`src/rtl/rx_symbol_deframer.sv`:
```
// Byte-to-class decoder, COM alignment tracker and STP/SDP..END packet extractor; all outputs registered, 1-cycle latency.
// No backpressure: every IN_VALID byte is consumed, IN_VALID=0 cycles are ignored.
module rx_symbol_deframer #(
  parameter logic [7:0] COM     = 8'hBC,
  parameter logic [7:0] PAD     = 8'hF7,
  parameter logic [7:0] SKP     = 8'h1C,
  parameter logic [7:0] STP     = 8'hFB,
  parameter logic [7:0] SDP     = 8'h5C,
  parameter logic [7:0] END     = 8'hFD,
  parameter logic [7:0] EDB     = 8'hFE,
  parameter logic [7:0] FTS     = 8'h3C,
  parameter logic [7:0] IDL     = 8'h7C,
  parameter int         MAX_LEN = 1024,
  parameter int         LEN_W   = 11
) (
  input  logic             CLK,
  input  logic             RESET,
  input  logic             IN_VALID,
  input  logic             IN_K,
  input  logic [7:0]       IN_DATA,
  output logic [3:0]       CONTROL_OUT,
  output logic             CTRL_VALID,
  output logic [7:0]       DATA_OUT,
  output logic             DATA_VALID,
  output logic             SOP,
  output logic             EOP,
  output logic             PKT_ERR,
  output logic             PKT_TYPE,
  output logic [LEN_W-1:0] PKT_LEN,
  output logic             ALIGNED
);

  localparam logic [3:0] CL_COM  = 4'd0;
  localparam logic [3:0] CL_PAD  = 4'd1;
  localparam logic [3:0] CL_SKP  = 4'd2;
  localparam logic [3:0] CL_STP  = 4'd3;
  localparam logic [3:0] CL_SDP  = 4'd4;
  localparam logic [3:0] CL_END  = 4'd5;
  localparam logic [3:0] CL_EDB  = 4'd6;
  localparam logic [3:0] CL_FTS  = 4'd7;
  localparam logic [3:0] CL_IDL  = 4'd8;
  localparam logic [3:0] CL_DATA = 4'd9;
  localparam logic [3:0] CL_BAD  = 4'd15;

  localparam logic [1:0] ST_UNALIGNED = 2'd0;
  localparam logic [1:0] ST_IDLE      = 2'd1;
  localparam logic [1:0] ST_PKT       = 2'd2;

  localparam logic [LEN_W-1:0] LEN_MAX = LEN_W'(MAX_LEN);
  localparam logic [LEN_W-1:0] LEN_ONE = LEN_W'(1);

  logic [1:0]       state;
  logic [LEN_W-1:0] count;
  logic             sop_armed;
  logic [3:0]       cls;

  always_comb begin
    cls = CL_BAD;
    if (!IN_K)                cls = CL_DATA;
    else if (IN_DATA == COM)  cls = CL_COM;
    else if (IN_DATA == PAD)  cls = CL_PAD;
    else if (IN_DATA == SKP)  cls = CL_SKP;
    else if (IN_DATA == STP)  cls = CL_STP;
    else if (IN_DATA == SDP)  cls = CL_SDP;
    else if (IN_DATA == END)  cls = CL_END;
    else if (IN_DATA == EDB)  cls = CL_EDB;
    else if (IN_DATA == FTS)  cls = CL_FTS;
    else if (IN_DATA == IDL)  cls = CL_IDL;
  end

  always_ff @(posedge CLK or posedge RESET) begin
    if (RESET) begin
      state       <= ST_UNALIGNED;
      count       <= '0;
      sop_armed   <= 1'b0;
      CONTROL_OUT <= 4'd0;
      CTRL_VALID  <= 1'b0;
      DATA_OUT    <= 8'd0;
      DATA_VALID  <= 1'b0;
      SOP         <= 1'b0;
      EOP         <= 1'b0;
      PKT_ERR     <= 1'b0;
      PKT_TYPE    <= 1'b0;
      PKT_LEN     <= '0;
      ALIGNED     <= 1'b0;
    end else begin
      CTRL_VALID <= IN_VALID;
      DATA_VALID <= 1'b0;
      SOP        <= 1'b0;
      EOP        <= 1'b0;
      PKT_ERR    <= 1'b0;
      if (IN_VALID) begin
        CONTROL_OUT <= cls;
        if (cls == CL_BAD) begin
          // An unknown K code means we have lost symbol lock; drop any open packet.
          state     <= ST_UNALIGNED;
          ALIGNED   <= 1'b0;
          sop_armed <= 1'b0;
          if (state == ST_PKT) begin
            PKT_ERR <= 1'b1;
            PKT_LEN <= count;
          end
        end else begin
          case (state)
            ST_UNALIGNED: begin
              if (cls == CL_COM) begin
                state   <= ST_IDLE;
                ALIGNED <= 1'b1;
              end
            end
            ST_IDLE: begin
              if (cls == CL_STP || cls == CL_SDP) begin
                state     <= ST_PKT;
                PKT_TYPE  <= (cls == CL_SDP);
                count     <= '0;
                sop_armed <= 1'b1;
              end
            end
            ST_PKT: begin
              case (cls)
                CL_DATA: begin
                  if (count == LEN_MAX) begin
                    PKT_ERR <= 1'b1;
                    PKT_LEN <= LEN_MAX;
                    state   <= ST_IDLE;
                  end else begin
                    DATA_OUT   <= IN_DATA;
                    DATA_VALID <= 1'b1;
                    SOP        <= sop_armed;
                    sop_armed  <= 1'b0;
                    count      <= count + LEN_ONE;
                  end
                end
                CL_END: begin
                  EOP     <= 1'b1;
                  PKT_LEN <= count;
                  state   <= ST_IDLE;
                end
                CL_PAD, CL_SKP: begin
                end
                CL_STP, CL_SDP: begin
                  // Abort the current packet and open the new one in the same cycle.
                  PKT_ERR   <= 1'b1;
                  PKT_LEN   <= count;
                  PKT_TYPE  <= (cls == CL_SDP);
                  count     <= '0;
                  sop_armed <= 1'b1;
                end
                default: begin
                  PKT_ERR <= 1'b1;
                  PKT_LEN <= count;
                  state   <= ST_IDLE;
                end
              endcase
            end
            default: state <= ST_UNALIGNED;
          endcase
        end
      end
    end
  end

endmodule

```
`config.mk`:
```
export PLATFORM = sky130hd
export DESIGN_NAME = rx_symbol_deframer
export DESIGN_NICKNAME = d
export VERILOG_FILES = /design/src/rtl/rx_symbol_deframer.sv
export SDC_FILE = /design/constraint.sdc
export NUM_CORES = 1
export LEC_CHECK = 0
export ABC_AREA = 1
export ABC_CLOCK_PERIOD_IN_PS = 4250
export BUFFER_PORTS_ARGS = -buffer_cell sky130_fd_sc_hd__buf_2
export CAP_MARGIN = 10
export CORE_ASPECT_RATIO = 0.7
export CORE_MARGIN = 1.5
export CORE_UTILIZATION = 48
export CTS_CLUSTER_DIAMETER = 80
export DETAILED_ROUTE_END_ITERATION = 8
export GPL_TIMING_DRIVEN = 0
export PLACE_DENSITY = 0.78
export SETUP_SLACK_MARGIN = 0.02
export SLEW_MARGIN = 20
export SYNTH_ARGS = -nofsm -noshare
export SYNTH_HDL_FRONTEND = slang
export SYNTH_SLANG_ARGS = --single-unit
export TNS_END_PERCENT = 30
```
`constraint.sdc`:
```
create_clock -name CLK -period 4.25 [get_ports CLK]
set_input_delay 0.2125 -clock CLK [delete_from_list [all_inputs] [get_ports CLK]]
set_output_delay 0.2125 -clock CLK [all_outputs]
set_load 0.02 [all_outputs]
```
Word level (Yosys, flattened, before mapping)
Index checks and enable logic that the tools add are counted.
{ "op_classes": {"add_sub_neg": 1, "mul": 0, "div_mod_pow": 0, "magnitude_cmp": 0, "eq_ne": 31, "n_shift": 0, "mux": 56, "bitwise_logic": 2, "n_reduce_logical": 18} }
{ "ops": {"columns": ["op", "count"], "rows": [
  ["$mux W11", 6],
  ["$pmux W11 S2", 3],
  ["$eq A8 B8 Y1 const B", 5],
  ["$mux W4", 9],
  ["$mux W1", 27],
  ["$reduce_and A5 Y1", 4],
  ["$eq A8 B7 Y1 const B", 2],
  ["$ne A3 B3 Y1 const B", 5],
  ["$add A11 B1 Y11 const B", 1],
  ["$eq A11 B11 Y1 const B", 1],
  ["$eq A4 B2 Y1 const B", 2],
  ["$eq A4 B3 Y1 const B", 2],
  ["$eq A4 B4 Y1 const B", 2],
  ["$eq A8 B5 Y1 const B", 1],
  ["$eq A8 B6 Y1 const B", 1],
  ["$mux W2", 4],
  ["$ne A4 B4 Y1 const B", 2],
  ["$pmux W1 S2", 4],
  ["$pmux W2 S3", 1],
  ["$reduce_and A6 Y1", 1],
  ["$reduce_bool A2 Y1", 3],
  ["$eq A4 B1 Y1 const B", 1],
  ["$logic_not A4 Y1", 1],
  ["$ne A2 B2 Y1 const B", 2],
  ["other kinds (16)", 18]
]} }
{ "totals": {"ff_bits": 44, "latchBits": 0, "ram_bits": 0, "mem_bits_ro": 0, "input_bits": 12, "out_inout_bits": 30, "wordCells": 121, "memories": 0} }

Logic depth before layout (Yosys ltp)
{ "logic_depth": {"ltp_word": 17, "depth_mapped": 17, "ltp_nobuf": 17} }

Worst setup path before layout
No wires, ideal clock.
{ "synth_path": {"path_type": "flip-flop to flip-flop", "from": "register state[0]", "to": "register DATA_OUT[0]", "setup_ps": 131, "arrival_ps": 1612, "required_time_ps": 4119, "setup_slack_ps": 2507, "stages_incl_launch_ff": 10, "n_path_buf": 2, "period_less_slack_ps": 1743, "cell_sequence": "dfrtp_1 > inv_1 > ha_1 > clkbuf_1 > inv_1 > nor3_1 > inv_1 > clkbuf_1 > nand2_1 > o21ai_0"} }
{ "synth_via": {"elab_chain_len": 2} }
{ "synth_lines": {"columns": ["item", "line", "rtl"], "rows": [
  ["from (decl)", "52", "logic [1:0] state;"],
  ["from (signal assigned)", "73", "state <= ST_UNALIGNED;"],
  ["from (signal assigned)", "96", "state <= ST_UNALIGNED;"],
  ["from (signal assigned)", "107", "state <= ST_IDLE;"],
  ["$eq A2 B2 Y1", "104", "case (state)"],
  ["$reduce_and A5 Y1 (no source line)", null, null],
  ["to (signal assigned)", "78", "DATA_OUT <= 8'd0;"],
  ["to (signal assigned)", "127", "DATA_OUT <= IN_DATA;"],
  ["to (decl)", "23", "output logic [7:0] DATA_OUT,"]
]} }
No other way between the ends.
A chain may end at the register's enable or synchronous reset.

Worst setup path after layout
Same ends and word-level chain as after synthesis.

==> reports/summary.md <==
The flow ran to the end, and the final reports show no timing, DRC or antenna violations. The clock transition at the register clock pins on the worst setup and hold paths after CTS is 0.09 ns. In the post-synthesis netlist, the biggest area contributors are dfrtp_1 43%, nand2_1 13%, nand3_1 5.0%, inv_1 4.6%, nor2_1 4.5%. TritonCTS built the clock tree. For the detailed-route wire length, the log shows 5.67 mm. The worst hold path belongs to the class in2reg. The run gives 0 as the number of design rule violations left after detail routing. The clock passes through at most 2 buffers.

The worst setup path is captured at a flip-flop. In the final design database the tool counted 402 nets. Gates resized during post-CTS repair numbered 0. The tools report the worst hold path startpoint as IN_VALID. The terminating pin of the worst hold path was CTRL_VALID. Each instance of the synthesized netlist takes up on average 7.74 sq um. Setup violations remaining at the end of the flow were counted as 0. Once the floorplan was initialized, standard cells occupied 49.7% of the core.

The length of routed wiring on met1 was 2.94 mm. Cells with a size suffix above 1 make up 28.3% of the layout. STA classifies the critical path startpoint as a flip-flop. The top fanout value on the critical path works out to 10. The synthesized netlist devotes 1.69% of its cell area to XOR and XNOR gates. The setup path with the least slack is of type reg2reg. After clock tree synthesis, the setup repair step added 0 buffers. Traced cell by cell, the critical path runs through inv_1 > ha_1 > clkbuf_1 > inv_1 > nor3_1 > inv_1 > clkbuf_1 > nand2_1 > o21ai_0. Of all flip-flops after synthesis, the portion carrying an async set or reset was 100%. The logs give 65.4% for the normalized max-slew margin and 4.33 mm for the placed wire-length estimate.

Once detail routing completed, the nets flagged for antenna violations numbered 0. Sorting the synthesized cells by how often they occur yields 90 x nand2_1, 44 x dfrtp_1, 32 x inv_1. Dividing the detail-routed via count by the number of cells gives 5.00. The tools report the number of global-route vias before repair as 2110. After floorplanning, the core was divided into 22 placement rows. CTS placed an instance of clkbuf_8 at the clock tree root. In this run the power density over the cells is 406 nW/um^2. The synthesized cell area came out at 2590 sq um. The count of endpoints failing hold in the final timing report was 0; the number of flops mapped to enable cells by yosys was 0.

The worst register-to-register path ends at DATA_OUT[0]. The worst hold path depth is 1. The synthesized netlist devotes 6.63% of its cell area to compound gates. The placed instances occupy a cell area of 2910 sq um. The core region is 5200 sq um. The wire length on met3 is 331 microns. Yosys mapped the design onto 30 distinct sky130hd cell types. The global-route wire length before repair is 9.77 mm. Grouping stages by cell kind, the critical path spends the most delay in buffers and inverters.

The simple-gate area share of the yosys netlist was 38.8%; the worst-case setup margin in the final layout was 1.92 ns. The number of clock buffers added by TritonCTS is 5. Measured along the x axis, the die boundary spans 90.7 microns. For the number of top-level pins, the log shows 42. Before antenna repair, the detailed router went through 5 iterations.

Final max-slew violation count: 0. Most repeated library cell on the critical path: inv_1. The count of buffers added on input and output ports is 41. Across the run, the number of max-cap violations was 0.

STA puts the critical path data arrival time at 2.50 ns. The number of antenna violations at the first check in global routing is 0, and the adder and majority cell fraction of the synthesized area is 2.90%. The achievable frequency was 0.429 GHz. The clock net in this run drives a total of 44 sinks. The sequential fraction of the synthesis area was 42.6%; the count of cells along the worst register-to-register path was 9. OpenSTA, run right after detailed placement, puts the worst setup slack at 1.95 ns. The synthesis-to-finish area growth is 17.3%, and the area share of the leading cell type in the synthesized netlist is 42.6%. The largest total area in the synthesized netlist belongs to dfrtp_1. The startpoint identified for the worst register-to-register timing path is state[0]. The run gives 1.58 nW as the leakage power figure. The post-synthesis cell count is 334, and the largest net degree at the start of global routing is 24. The quantity of hold-fixing buffers added after cts is 1. The mux contribution to synthesized area is 0%, and the period utilization is 54.9%. After detailed routing, the average wire length per cell comes to 12.4 microns.

Total number of vias: 2286. The most used flip-flop cell after synthesis was dfrtp_1. At the end of routability-driven placement, the weighted congestion stood at 0.907. The sum of negative setup slack was 0 ns; the number of non-filler instances in the completed layout was 457. The yosys synthesis warning count is 0, and the clock latency of the later-clocked register in the worst-skew pair is 0.31 ns. The critical path contains buffers and inverters numbering 5 combined. For the pin with the worst max-slew slack, the measured transition is 0.518 ns.

nand2_1 is the most common cell in the netlist. The tools report the final setup skew as 0.00794 ns. The logs give 448 for the total instance count after detailed placement and 3030 sq um for the area of all placed cells without fillers.

The slack of the worst reg-to-reg path is 1.92 ns. Signal routing reaches up to met4. The post-synthesis register bit count was 44. In this run the number of H-tree levels came out at 2. The post-layout minimum cycle time is 2.33 ns, and the peak ir drop on the vdd network is 0.000196 V. At the worst endpoint, the required time is 4.42 ns. The cell type of the slowest stage on the worst timing path is dfrtp_1.

Global routing finished with a remaining overflow of 0. The overall die height is 64.4 microns, and the length of routed met2 wiring is 2.34 mm. Setup repair after global routing left no endpoint under its margin. Counting every net in the synthesized netlist gives 352. After synthesis, the largest family of logic cells by area is simple AND/OR/NAND/NOR gates. The number of inserted diodes was 0. The full die area came out at 5840 sq um. Global routing consumed, over all layers together, 21.1% of the routing resources. The stage delay of the slowest cell on the critical path came out at 0.42 ns. The detailed router finished its first iteration with 143 violations.
==> report_power, final <==
group / internal (W) / total (W) / switching, W
Sequential: 0.000476 / 0.000511 / 0.0000353
Combinational: 0.000129 / 0.000384 / 0.000255
Clock: 0.000177 / 0.000337 / 0.000160
Total: 0.000782 / 0.00123 / 0.000451
==> stage by stage <==
stage	hold slack (ns)	utilization, %	total power (W)
floorplan	0.244	-	0.000793
global placement	0.333	55.4	0.000890
detailed placement	0.285	55.9	0.000903
CTS	0.0126	58.3	0.00124
global route	0.0212	58.3	0.00130
finish	0.0195	58.3	0.00123
==> worst register-to-register path: cells and delay by family, from the launching register on <==
kind,cells,cell delay (ns)
AO/OA/AOI/OAI,1,0.09
buffers and inverters,5,1.09
flip-flops,1,0.42
AND/OR/NAND/NOR,2,0.46
adder cells (fa/ha/maj),1,0.14
==> worst max-delay path by stage <==
stage | end | cells after the start | start | slack [ns]
3_5_place_dp | DATA_OUT[0] | 9 | state[0] | 1.95
6_report | DATA_OUT[0] | 9 | state[0] | 1.92
2_1_floorplan | DATA_OUT[0] | 9 | state[0] | 2.51
5_1_grt | DATA_OUT[0] | 9 | state[0] | 1.75
3_3_place_gp | DATA_OUT[0] | 9 | state[0] | 2.00
4_1_cts | DATA_OUT[0] | 8 | state[0] | 1.93
==> metal layers <==
layer  vias to the layer above  global-route usage [%]
li1                       1154                       -
met1                      1068                    31.1
met2                        59                    31.4
met3                         5                    3.64
met4                         0                    7.34
met5                         -                       0
==> cell families (layout without fill, tap and decap cells) <==
kind of cell             Yosys count  after routing
AO/OA/AOI/OAI                     29             29
XOR/XNOR                           5              5
adder cells (fa/ha/maj)            6              6
buffers and inverters             47             98
flip-flops                        44             44
AND/OR/NAND/NOR                  203            203
==> layout by cell type (no fill, tap or decap), drive strengths merged, types with 7 or more instances in the layout <==
cell    synthesis  final
nand2         110    110
buf             4     46
nor2           46     46
dfrtp          44     44
inv            39     40
nand3          30     30
o21ai          24     24
clkbuf          4      9
nor3            8      8
nand4           7      7
==> flip-flops by register name, indices dropped and copies added, names as in the netlist, 2 cells and up <==
name,count
CONTROL_OUT,4
DATA_OUT,8
PKT_LEN,11
count,11
state,2
==> final cells by class <==
type	count	area, sq um
Fill cell	494	2170
Sequential cell	44	1100
Inverter	39	149
Clock buffer	5	68.8
Buffer	8	43.8
Multi-Input combinational cell	243	1290
Timing Repair Buffer	43	243
Clock inverter	3	46.3
Tap cell	72	90.1
No activity file was read; power rests on OpenSTA's default activity.
